`src/rtl/pipe_pkg.sv`:
```
// Shared types and constants for the generic pipeline stage register.
// Control bundles are packed LSB-first using the *_LSB offsets below; every
// NOP constant leaves branch, jump, memory-write and register-write inactive.
package pipe_pkg;

  typedef enum logic [1:0] {
    EMPTY = 2'd0,
    ONE   = 2'd1,
    TWO   = 2'd2
  } state_e;

  // ID/EX bundle layout
  localparam int IDEX_ALU_OP_LSB  = 0;   // 4 bits
  localparam int IDEX_ALU_SRC_LSB = 4;
  localparam int IDEX_BRANCH_LSB  = 5;
  localparam int IDEX_JUMP_LSB    = 6;
  localparam int IDEX_MEM_RD_LSB  = 7;
  localparam int IDEX_MEM_WR_LSB  = 8;
  localparam int IDEX_WB_SEL_LSB  = 9;   // 2 bits
  localparam int IDEX_REG_WE_LSB  = 11;
  localparam int IDEX_RD_LSB      = 12;  // 5 bits
  localparam int IDEX_SIZE_LSB    = 17;  // 3 bits, 20..23 spare

  localparam int IDEX_CTRL_W  = 24;
  localparam int EXMEM_CTRL_W = 13;  // mem_rd, mem_wr, wb_sel, reg_we, rd, size
  localparam int MEMWB_CTRL_W = 8;   // wb_sel, reg_we, rd

  localparam logic [IDEX_CTRL_W-1:0]  IDEX_CTRL_NOP  = '0;
  localparam logic [EXMEM_CTRL_W-1:0] EXMEM_CTRL_NOP = '0;
  localparam logic [MEMWB_CTRL_W-1:0] MEMWB_CTRL_NOP = '0;

  // True when a bundle would cause an architectural side effect.
  function automatic logic idex_has_effect(input logic [IDEX_CTRL_W-1:0] ctrl);
    return ctrl[IDEX_BRANCH_LSB] | ctrl[IDEX_JUMP_LSB] |
           ctrl[IDEX_MEM_WR_LSB] | ctrl[IDEX_REG_WE_LSB];
  endfunction

endpackage

```
`src/rtl/pipe_stage_buffer.sv`:
```
// Handshaked pipeline stage register with flush and bubble-to-NOP.
// Build option PIPE_STAGE_SKID_EN: adds a second (skid) entry so IN_READY is
// decoded from registered state only. Without it the stage holds one entry
// and IN_READY passes OUT_READY through combinationally.
//
// state | meaning
// EMPTY | no valid entry, OUT_CTRL forced to CTRL_NOP
// ONE   | main entry valid and presented
// TWO   | main and skid valid, upstream stalled (skid build only)
module pipe_stage_buffer
  import pipe_pkg::*;
#(
  parameter int                   DATA_W   = 96,
  parameter int                   CTRL_W   = IDEX_CTRL_W,
  parameter logic [CTRL_W-1:0]    CTRL_NOP = '0
) (
  input  logic              CLK,
  input  logic              RESET,
  input  logic              FLUSH,
  input  logic              IN_VALID,
  input  logic [DATA_W-1:0] IN_DATA,
  input  logic [CTRL_W-1:0] IN_CTRL,
  output logic              IN_READY,
  output logic              OUT_VALID,
  output logic [DATA_W-1:0] OUT_DATA,
  output logic [CTRL_W-1:0] OUT_CTRL,
  input  logic              OUT_READY,
  output logic [1:0]        OCCUPANCY
);

  state_e            state_q, state_d;
  logic [DATA_W-1:0] main_data_q, main_data_d;
  logic [CTRL_W-1:0] main_ctrl_q, main_ctrl_d;
`ifdef PIPE_STAGE_SKID_EN
  logic [DATA_W-1:0] skid_data_q, skid_data_d;
  logic [CTRL_W-1:0] skid_ctrl_q, skid_ctrl_d;
`endif

  logic accept;
  logic drain;

  // Handshake decode and presented outputs
  always_comb begin
    OUT_VALID = (state_q != EMPTY);
`ifdef PIPE_STAGE_SKID_EN
    IN_READY  = (state_q != TWO);
`else
    IN_READY  = (state_q == EMPTY) | OUT_READY;
`endif
    accept    = IN_VALID & IN_READY;
    drain     = OUT_VALID & OUT_READY;
    OUT_DATA  = main_data_q;
    OUT_CTRL  = OUT_VALID ? main_ctrl_q : CTRL_NOP;
    unique case (state_q)
      ONE:     OCCUPANCY = 2'd1;
      TWO:     OCCUPANCY = 2'd2;
      default: OCCUPANCY = 2'd0;
    endcase
  end

  // Next-state and entry-load logic; flush overrides every transition
  always_comb begin
    state_d     = state_q;
    main_data_d = main_data_q;
    main_ctrl_d = main_ctrl_q;
`ifdef PIPE_STAGE_SKID_EN
    skid_data_d = skid_data_q;
    skid_ctrl_d = skid_ctrl_q;
`endif
    if (FLUSH) begin
      state_d = EMPTY;
    end else begin
      unique case (state_q)
        EMPTY: begin
          if (accept) begin
            main_data_d = IN_DATA;
            main_ctrl_d = IN_CTRL;
            state_d     = ONE;
          end
        end
        ONE: begin
          if (accept && drain) begin
            main_data_d = IN_DATA;
            main_ctrl_d = IN_CTRL;
          end else if (accept) begin
`ifdef PIPE_STAGE_SKID_EN
            skid_data_d = IN_DATA;
            skid_ctrl_d = IN_CTRL;
            state_d     = TWO;
`endif
          end else if (drain) begin
            state_d = EMPTY;
          end
        end
`ifdef PIPE_STAGE_SKID_EN
        TWO: begin
          if (drain) begin
            main_data_d = skid_data_q;
            main_ctrl_d = skid_ctrl_q;
            state_d     = ONE;
          end
        end
`endif
        default: state_d = EMPTY;
      endcase
    end
  end

  // State and entry registers
  always_ff @(posedge CLK or posedge RESET) begin
    if (RESET) begin
      state_q     <= EMPTY;
      main_data_q <= '0;
      main_ctrl_q <= CTRL_NOP;
`ifdef PIPE_STAGE_SKID_EN
      skid_data_q <= '0;
      skid_ctrl_q <= CTRL_NOP;
`endif
    end else begin
      state_q     <= state_d;
      main_data_q <= main_data_d;
      main_ctrl_q <= main_ctrl_d;
`ifdef PIPE_STAGE_SKID_EN
      skid_data_q <= skid_data_d;
      skid_ctrl_q <= skid_ctrl_d;
`endif
    end
  end

endmodule
```
`config.mk`:
```
export PLATFORM = sky130hd
export DESIGN_NAME = pipe_stage_buffer
export DESIGN_NICKNAME = d
export VERILOG_FILES = /design/src/rtl/pipe_pkg.sv /design/src/rtl/pipe_stage_buffer.sv
export SDC_FILE = /design/constraint.sdc
export NUM_CORES = 1
export LEC_CHECK = 0
export CAP_MARGIN = 10
export CORE_MARGIN = 2
export CORE_UTILIZATION = 30
export CTS_BUF_LIST = sky130_fd_sc_hd__clkbuf_16
export DETAILED_ROUTE_END_ITERATION = 7
export PLACE_DENSITY = 0.58
export SYNTH_ARGS = -nofsm -noshare
export SYNTH_HDL_FRONTEND = slang
export SYNTH_SLANG_ARGS = --single-unit
```
`constraint.sdc`:
```
create_clock -name CLK -period 6.75 [get_ports CLK]
set_clock_uncertainty 0.15 [all_clocks]
set_input_delay 2.025 -clock CLK [delete_from_list [all_inputs] [get_ports CLK]]
set_output_delay 2.025 -clock CLK [all_outputs]
set_load 0.1 [all_outputs]
```
==> run summary, run 1 <==
Final Cycle Share -> 75.6%
Final Core Density -> 48.6%
Via-to-Cell Ratio -> 4.23
clock root buffer -> clkbuf_16
CP arrival -> 2.93 ns
Power Density -> 380 nW/µm²
LEAKAGE -> 3.57 nW
global route overflow -> 0
Tot GR Track Use -> 14.1%
Syn Area/Cell -> 18.0 µm²
Die ar. -> 18,400 µm²
Final Hold Viols -> 0
setup bufs post-CTS -> 0
Fillers -> 1,509
synthesized cell area -> 5210 µm²
Via Count -> 3,297
area grow syn2layout -> 59.4%
Total Wirelength -> 12.7 mm
largest net degree at the start of global routing -> 65
htree depth -> 4
hold_buf cts -> 0
initial drt markers -> 97
# diodes -> 0
first-pass GRT wire length -> 19.7 mm
delay-heaviest family, CP -> buffers and inverters
reg2reg start -> state_q[0]
relative slew slack -> 31.5%
post-synthesis register bit count -> 121
CTS buffer count -> 17
Post-Layout Cell Count -> 779
Comb pwr share -> 43.8%
Mapped Cells -> 289
multi-input logic area -> 1920 µm²
initial antenna violation count -> 0
CTS tree -> built
fmax -> 196 MHz
share of layout cells above drive strength 1 -> 28.3%
Reg area -> 3030 µm²
Resize count post-CTS -> 0
RSZ-0062 raised after global routing -> no
Synthesized Nets -> 414
Synth Area in Adders -> 0%
worst skew pair latency -> 0.41 ns
Worst-path clk slew -> 0.05 ns
Sw Share -> 43.2%
CP Buf/Inv Count -> 3
Max VDD drop -> 0.181 mV
Seq/Total Area, Yosys -> 58.1%
CTS Buffer Depth -> 2
drt wl/cell -> 16.3 µm
Pins Over Slew Limit -> 0
Flop pwr share -> 29.1%
Initial Utilization -> 30.5%
maxcap violations -> 0
Setup-failing EPs final -> 0
Synth Area in Compound Gates -> 0%
drt drc -> 0
min Tclk post-route -> 5.11 ns
die height -> 136 µm
R2R cell count -> 4
setup TNS -> 0 ns
CORE AREA -> 17,100 µm²
Largest stage delay, worst path -> 0.50 ns
crit path capture type -> output pin
met3 routed WL -> 1.12 mm
hold_ws -> 0.349 ns
XOR/XNOR Fraction of Synth Area -> 0%
io pins -> 249
clock share of power -> 27.1%
Placement Rows -> 48
worst slew pin tran -> 1.02 ns
hold_sp -> main_ctrl_q[8]
antenna viol nets, final -> 0
Critical Path RT -> 4.58 ns
largest family of logic cells by synthesized area -> multiplexers
Final HPWL DP -> 8.85 mm
Hold EP -> main_ctrl_q[8]
cell count of the worst hold path -> 1
P_sw -> 1.37 mW
Syn. warnings -> 0
CP Launch Type -> input pin
unique cell type count in the Yosys netlist -> 12
CP Depth -> 4
Pre-antenna DRT Iters -> 5
peak fanout along the critical path -> 3
Cell Count Post-Placement -> 748
nets -> 667
Post-Synth Simple-Gate Area -> 3.65%
highest routed metal layer -> met4
r2r setup slk -> 4.14 ns
CP Class -> in2out
mux cell area share after synthesis -> 33.1%
Met2 Wirelength -> 6.39 mm
Met1 Wirelength -> 4.88 mm
CTS sink cnt -> 121
R2R Path End -> main_ctrl_q[22]
outcome -> finished clean
internal power -> 1.80 mW
crit-path cells -> clkdlybuf4s50_1 > nor2b_4 > inv_1 > buf_4
vias in the first global route -> 3,649
routability cong. -> 0.742
Port-buffer cells -> 247
Tot Pwr -> 3.16 mW
Hold WC Path Type -> reg2reg
chip width -> 136 µm
Crit-path slowest cell -> clkdlybuf4s50_1
==> final cells by class <==
class / instances / share of cell area (%)
Sequential cell: 121 / 36.4
Timing Repair Buffer: 251 / 30.2
Multi-Input combinational cell: 149 / 23.1
Clock buffer: 17 / 5.12
Tap cell: 225 / 3.39
Clock inverter: 14 / 1.63
Inverter: 2 / 0.120
==> per-layer routing <==
| metal | track usage, % | up-vias |
|---|---|---|
| li1 | - | 1492 |
| met1 | 16.2 | 1646 |
| met2 | 23.0 | 138 |
| met3 | 6.15 | 21 |
| met4 | 6.08 | 0 |
| met5 | 0 | - |
==> cells by family (layout without fill, tap and decap cells) <==
group                  after synthesis  after routing
buffers and inverters               19            284
DFF                                121            121
muxes                              120            120
other                                1              1
and+or+nand+nor                     28             28
==> cells in the final DEF, fill, tap and decap left out <==
| cell | instances |
|---|---|
| clkbuf_16 | 17 |
| buf_12 | 1 |
| buf_4 | 4 |
| nor2_1 | 2 |
| clkinv_2 | 4 |
| clkinv_1 | 1 |
| clkdlybuf4s50_1 | 246 |
| mux2_4 | 100 |
| nor3b_4 | 1 |
| mux2_2 | 20 |
| dfrtp_1 | 121 |
| bufinv_16 | 2 |
| clkinvlp_4 | 4 |
| clkinv_4 | 2 |
| conb_1 | 1 |
| inv_4 | 1 |
| and2_1 | 24 |
| nor2b_4 | 1 |
| inv_1 | 2 |
==> synthesized netlist by cell type <==
library cell | count | share of area, %
buf_4 | 4 | 0.58
dfrtp_1 | 121 | 58
mux2_4 | 100 | 29
inv_1 | 2 | 0.14
buf_12 | 11 | 4.2
and2_1 | 24 | 2.9
conb_1 | 1 | 0.072
nor2b_4 | 1 | 0.26
nor2_1 | 2 | 0.14
mux2_2 | 20 | 4.3
nor3b_4 | 1 | 0.36
clkbuf_1 | 2 | 0.14
==> how the worst max path moves through the flow <==
stage          startpoint           to
2_1_floorplan       RESET  OUT_DATA[0]
3_3_place_gp    OUT_READY     IN_READY
3_5_place_dp    OUT_READY     IN_READY
4_1_cts         OUT_READY     IN_READY
5_1_grt         OUT_READY     IN_READY
6_report        OUT_READY     IN_READY
==> sequential cells by signal (all words and copies together) (netlist names) <==
signal	flops
OUT_DATA	96
state_q	1
main_ctrl_q	24
==> power groups by stage <==
| stage | Clock (mW) | Sequential, mW | Combinational, mW |
|---|---|---|---|
| 2_1_floorplan | 0 | 1.65 | 0.331 |
| 3_3_place_gp | 0 | 0.926 | 1.39 |
| 3_5_place_dp | 0 | 0.929 | 1.39 |
| 4_1_cts | 0.888 | 0.921 | 1.39 |
| 5_1_grt | 0.917 | 0.935 | 1.42 |
| 6_report | 0.858 | 0.919 | 1.38 |
==> through the flow <==
stage	cell area, µm²	setup WS (ns)
detailed placement	7750	1.64
global placement	7750	1.65
global route	8310	1.59
finish	8310	1.64
CTS	8310	1.64
floorplan	5210	1.36
Note: power is estimated with default switching activity, not from simulation.
==> run 2, diff against run 1 <==
- clock period: 6.75 -> 4.88 ns (I/O delays scaled with it)
==> run 2 against run 1 <==
  * Critical path depth unchanged
  * Count of clock-buffer cells in the layout unchanged
  * Total power rose by 47%
  * Sequential power up 38%
  * Register-to-register slack lost 1.5 ns
  * Via count is 0.94% lower
  * Die area unchanged
  * Non-clock buffer count fell by 1
==> run summary, run 2 (synthesis results as in run 1) <==
outcome -> finished clean
CP arrival -> 2.35 ns
area grow syn2layout -> 60.9%
CTS sink cnt -> 121
Tot GR Track Use -> 14.3%
Cell Count Post-Placement -> 747
drt wl/cell -> 16.2 µm
first-pass GRT wire length -> 20.0 mm
Worst-path clk slew -> 0.05 ns
die height -> 136 µm
Final Core Density -> 49.0%
routability cong. -> 0.716
Initial Utilization -> 30.5%
reg2reg start -> state_q[0]
CP Launch Type -> input pin
drt drc -> 0
largest net degree at the start of global routing -> 63
CP Buf/Inv Count -> 3
Via Count -> 3,266
Via-to-Cell Ratio -> 4.19
Resize count post-CTS -> 0
Crit-path slowest cell -> clkdlybuf4s50_1
fmax -> 252 MHz
share of layout cells above drive strength 1 -> 32.9%
R2R cell count -> 4
peak fanout along the critical path -> 3
worst slew pin tran -> 1.03 ns
chip width -> 136 µm
Total Wirelength -> 12.6 mm
Critical Path RT -> 3.27 ns
crit path capture type -> output pin
Max VDD drop -> 0.241 mV
CTS buffer count -> 17
CP Class -> in2out
LEAKAGE -> 3.69 nW
clock root buffer -> clkbuf_16
worst skew pair latency -> 0.41 ns
Largest stage delay, worst path -> 0.50 ns
htree depth -> 4
Setup-failing EPs final -> 0
Placement Rows -> 48
Final Hold Viols -> 0
nets -> 666
delay-heaviest family, CP -> buffers and inverters
RSZ-0062 raised after global routing -> no
crit-path cells -> clkdlybuf4s50_1 > nor2b_4 > inv_1 > buf_4
Final HPWL DP -> 8.67 mm
R2R Path End -> OUT_DATA[72]
CTS Buffer Depth -> 2
Final Cycle Share -> 81.3%
min Tclk post-route -> 3.97 ns
commonest cells after routing, fill and taps aside -> clkdlybuf4s50_1, dfrtp_1, mux2_4
CTS tree -> built
Die ar. -> 18,400 µm²
CORE AREA -> 17,100 µm²
Hold WC Path Type -> reg2reg
Pre-antenna DRT Iters -> 4
cell count of the worst hold path -> 1
Power Density -> 553 nW/µm²
initial drt markers -> 147
io pins -> 249
Post-Layout Cell Count -> 779
vias in the first global route -> 3,629
setup bufs post-CTS -> 0
max reg flops -> 96
commonest non-fill, non-tap cell in the layout -> clkdlybuf4s50_1
setup TNS -> 0 ns
global route overflow -> 0
Port-buffer cells -> 247
antenna viol nets, final -> 0
# diodes -> 0
r2r setup slk -> 2.59 ns
relative slew slack -> 31.3%
hold_buf cts -> 0
hold_sp -> main_ctrl_q[3]
Hold EP -> main_ctrl_q[3]
maxcap violations -> 0
Pins Over Slew Limit -> 0
initial antenna violation count -> 0
run 2: changes by cell type in the layout (fill, tap and decap cells not counted), sizes merged:
cell / before / now
clkinvlp: 4 / 1
buf: 5 / 30
clkdlybuf4s50: 246 / 220
inv: 3 / 4
clkinv: 7 / 5
bufinv: 2 / 7
run 2: cell type report:
type                       instances  area, µm²
clock buffer                      17        425
clock inverter                    15        256
fill                            1505       8730
inverter                           2       10.0
multi-input combinational        149       1920
sequential                       121       3030
tap                              225        282
timing repair buffer             250       2460
run 2: worst max path at each step:
stage | start | endpoint | slack, ns | cells past startpoint
final | OUT_READY | IN_READY | 0.91 | 4
after CTS | OUT_READY | IN_READY | 0.91 | 4
after floorplan | RESET | OUT_DATA[0] | 0.05 | 1
after detailed placement | OUT_READY | IN_READY | 0.92 | 4
after global routing | OUT_READY | IN_READY | 0.88 | 4
after global placement | OUT_READY | IN_READY | 0.91 | 4
run 2: stage by stage:
step           setup WS [ns]  hold slack [ns]  cell area [µm²]  total power [mW]
2_1_floorplan         0.0518            0.323             5210              2.74
3_3_place_gp           0.905            0.338             7700              3.20
3_5_place_dp           0.916            0.335             7700              3.20
4_1_cts                0.912            0.358             8390              4.69
5_1_grt                0.882            0.366             8390              4.80
6_report               0.914            0.352             8390              4.64
run 2: power breakdown:
part	leakage, nW	internal, mW	switching, mW
combinational	1.93	0.563	1.35
sequential	1.42	1.18	0.0955
clock	0.337	1.00	0.453
total	3.69	2.74	1.90
run 2: worst register-to-register path: stages, from the launching register on:
cell and delay, ns:
dfrtp_1 0.65, nor2b_4 0.27, nor3b_4 0.28, buf_12 0.38, mux2_4 0.44
run 2: metal layers:
metal / share of wire (%) / vias up / global-route usage (%)
li1: - / 1497 / -
met1: 41 / 1610 / 16.8
met2: 48 / 137 / 22.9
met3: 8.3 / 22 / 5.52
met4: 2.4 / 0 / 6.94
met5: 0 / - / 0
==> run 3, diff against run 2 <==
- clock period: 4.88 -> 3.8 ns (I/O delays scaled with it)
==> run 3 against run 2 <==
  * Count of clock-buffer cells in the layout unchanged
  * Combinational power increased by 26%
  * Worst hold slack lost 0.0028 ns
  * Sequential power increased by 29%
  * Via count rose by 0.77%
  * Cell count grew 0.77%
  * Worst setup slack worse by 0.40 ns
  * Clock power increased by 14%
  * Utilization is 1.4 points lower
  * Total power rose by 23%
  * Critical path depth unchanged
  * Non-clock buffer count rose by 6
  * Highest routed layer unchanged
==> run summary, run 3 (synthesis results as in run 1) <==
Port-buffer cells -> 247
Tot GR Track Use -> 14.0%
max reg flops -> 96
Final Core Density -> 47.6%
setup bufs post-CTS -> 0
Max VDD drop -> 0.505 mV
CP Class -> in2out
antenna viol nets, final -> 0
pre-CTS WS -> 0.511 ns
Final Cycle Share -> 86.5%
Setup-failing EPs final -> 0
fmax -> 304 MHz
Met2 Wirelength -> 6.13 mm
CP arrival -> 2.00 ns
Die ar. -> 18,400 µm²
global route overflow -> 0
clock root buffer -> clkbuf_16
min Tclk post-route -> 3.29 ns
fin worst setup slack -> 0.513 ns
Via Count -> 3,291
Hold WC Path Type -> reg2reg
Placement Rows -> 48
hold_buf cts -> 0
Total Wirelength -> 12.7 mm
initial antenna violation count -> 0
RSZ-0062 raised after global routing -> no
CTS buffer count -> 17
CTS tree -> built
drt drc -> 0
nets -> 672
crit path capture type -> output pin
htree depth -> 4
commonest cells after routing, fill and taps aside -> buf_4, clkdlybuf4s50_1, dfrtp_1
delay-heaviest family, CP -> buffers and inverters
LEAKAGE -> 3.77 nW
crit-path cells -> clkdlybuf4s50_1 > nor2b_4 > inv_1 > buf_12
# diodes -> 0
Power Density -> 699 nW/µm²
Critical Path RT -> 2.51 ns
CP Buf/Inv Count -> 3
die height -> 136 µm
Pre-antenna DRT Iters -> 4
Final Hold Viols -> 0
vias in the first global route -> 3,643
worst slew pin tran -> 0.682 ns
Cell Count Post-Placement -> 753
largest net degree at the start of global routing -> 71
share of layout cells above drive strength 1 -> 50.4%
CORE AREA -> 17,100 µm²
setup TNS -> 0 ns
Crit-path slowest cell -> clkdlybuf4s50_1
hold_ws -> 0.349 ns
relative slew slack -> 54.5%
highest routed metal layer -> met4
CTS Buffer Depth -> 2
chip width -> 136 µm
routability cong. -> 0.702
Largest stage delay, worst path -> 0.44 ns
Final HPWL DP -> 8.98 mm
first-pass GRT wire length -> 19.6 mm
met3 routed WL -> 1.08 mm
initial drt markers -> 83
area grow syn2layout -> 56.2%
Resize count post-CTS -> 0
CP Launch Type -> input pin
placed instance area -> 7540 µm²
Initial Utilization -> 30.5%
Met1 Wirelength -> 5.25 mm
Via-to-Cell Ratio -> 4.19
Final Cell Area -> 8150 µm²
Tot Pwr -> 5.69 mW
peak fanout along the critical path -> 3
io pins -> 249
CTS sink cnt -> 121
worst skew pair latency -> 0.40 ns
drt wl/cell -> 16.1 µm
Pins Over Slew Limit -> 0
Worst-path clk slew -> 0.05 ns
maxcap violations -> 0
Post-Layout Cell Count -> 785
outcome -> finished clean
commonest non-fill, non-tap cell in the layout -> buf_4
## run 3: power by group
part | total (mW) | switching, mW | internal [mW]
registers | 1.64 | 0.127 | 1.51
logic | 2.40 | 1.73 | 0.666
clock network | 1.66 | 0.575 | 1.08
total | 5.69 | 2.43 | 3.26
## run 3: layer usage
metal / GRT usage (%) / vias to the layer above
li1: - / 1511
met1: 16.8 / 1617
met2: 22.5 / 144
met3: 5.67 / 19
met4: 5.21 / 0
met5: 0 / -
## run 3: worst paths after layout
path,start,end,slack [ns],cells past startpoint
max reg2reg,state_q[0],OUT_DATA[79],1.39,5
min,main_ctrl_q[22],main_ctrl_q[22],0.35,1
max in group asynchronous,RESET,OUT_DATA[23],1.79,3
min in group asynchronous,RESET,OUT_DATA[40],0.95,2
max,OUT_READY,IN_READY,0.51,4
min reg2reg,main_ctrl_q[22],main_ctrl_q[22],0.35,1
## run 3: layout make-up
class	count	area, µm²
fill	1508	8970
sequential	121	3030
timing repair buffer	256	2290
multi-input combinational	149	1920
clock buffer	17	425
tap	225	282
clock inverter	15	184
inverter	2	11.3
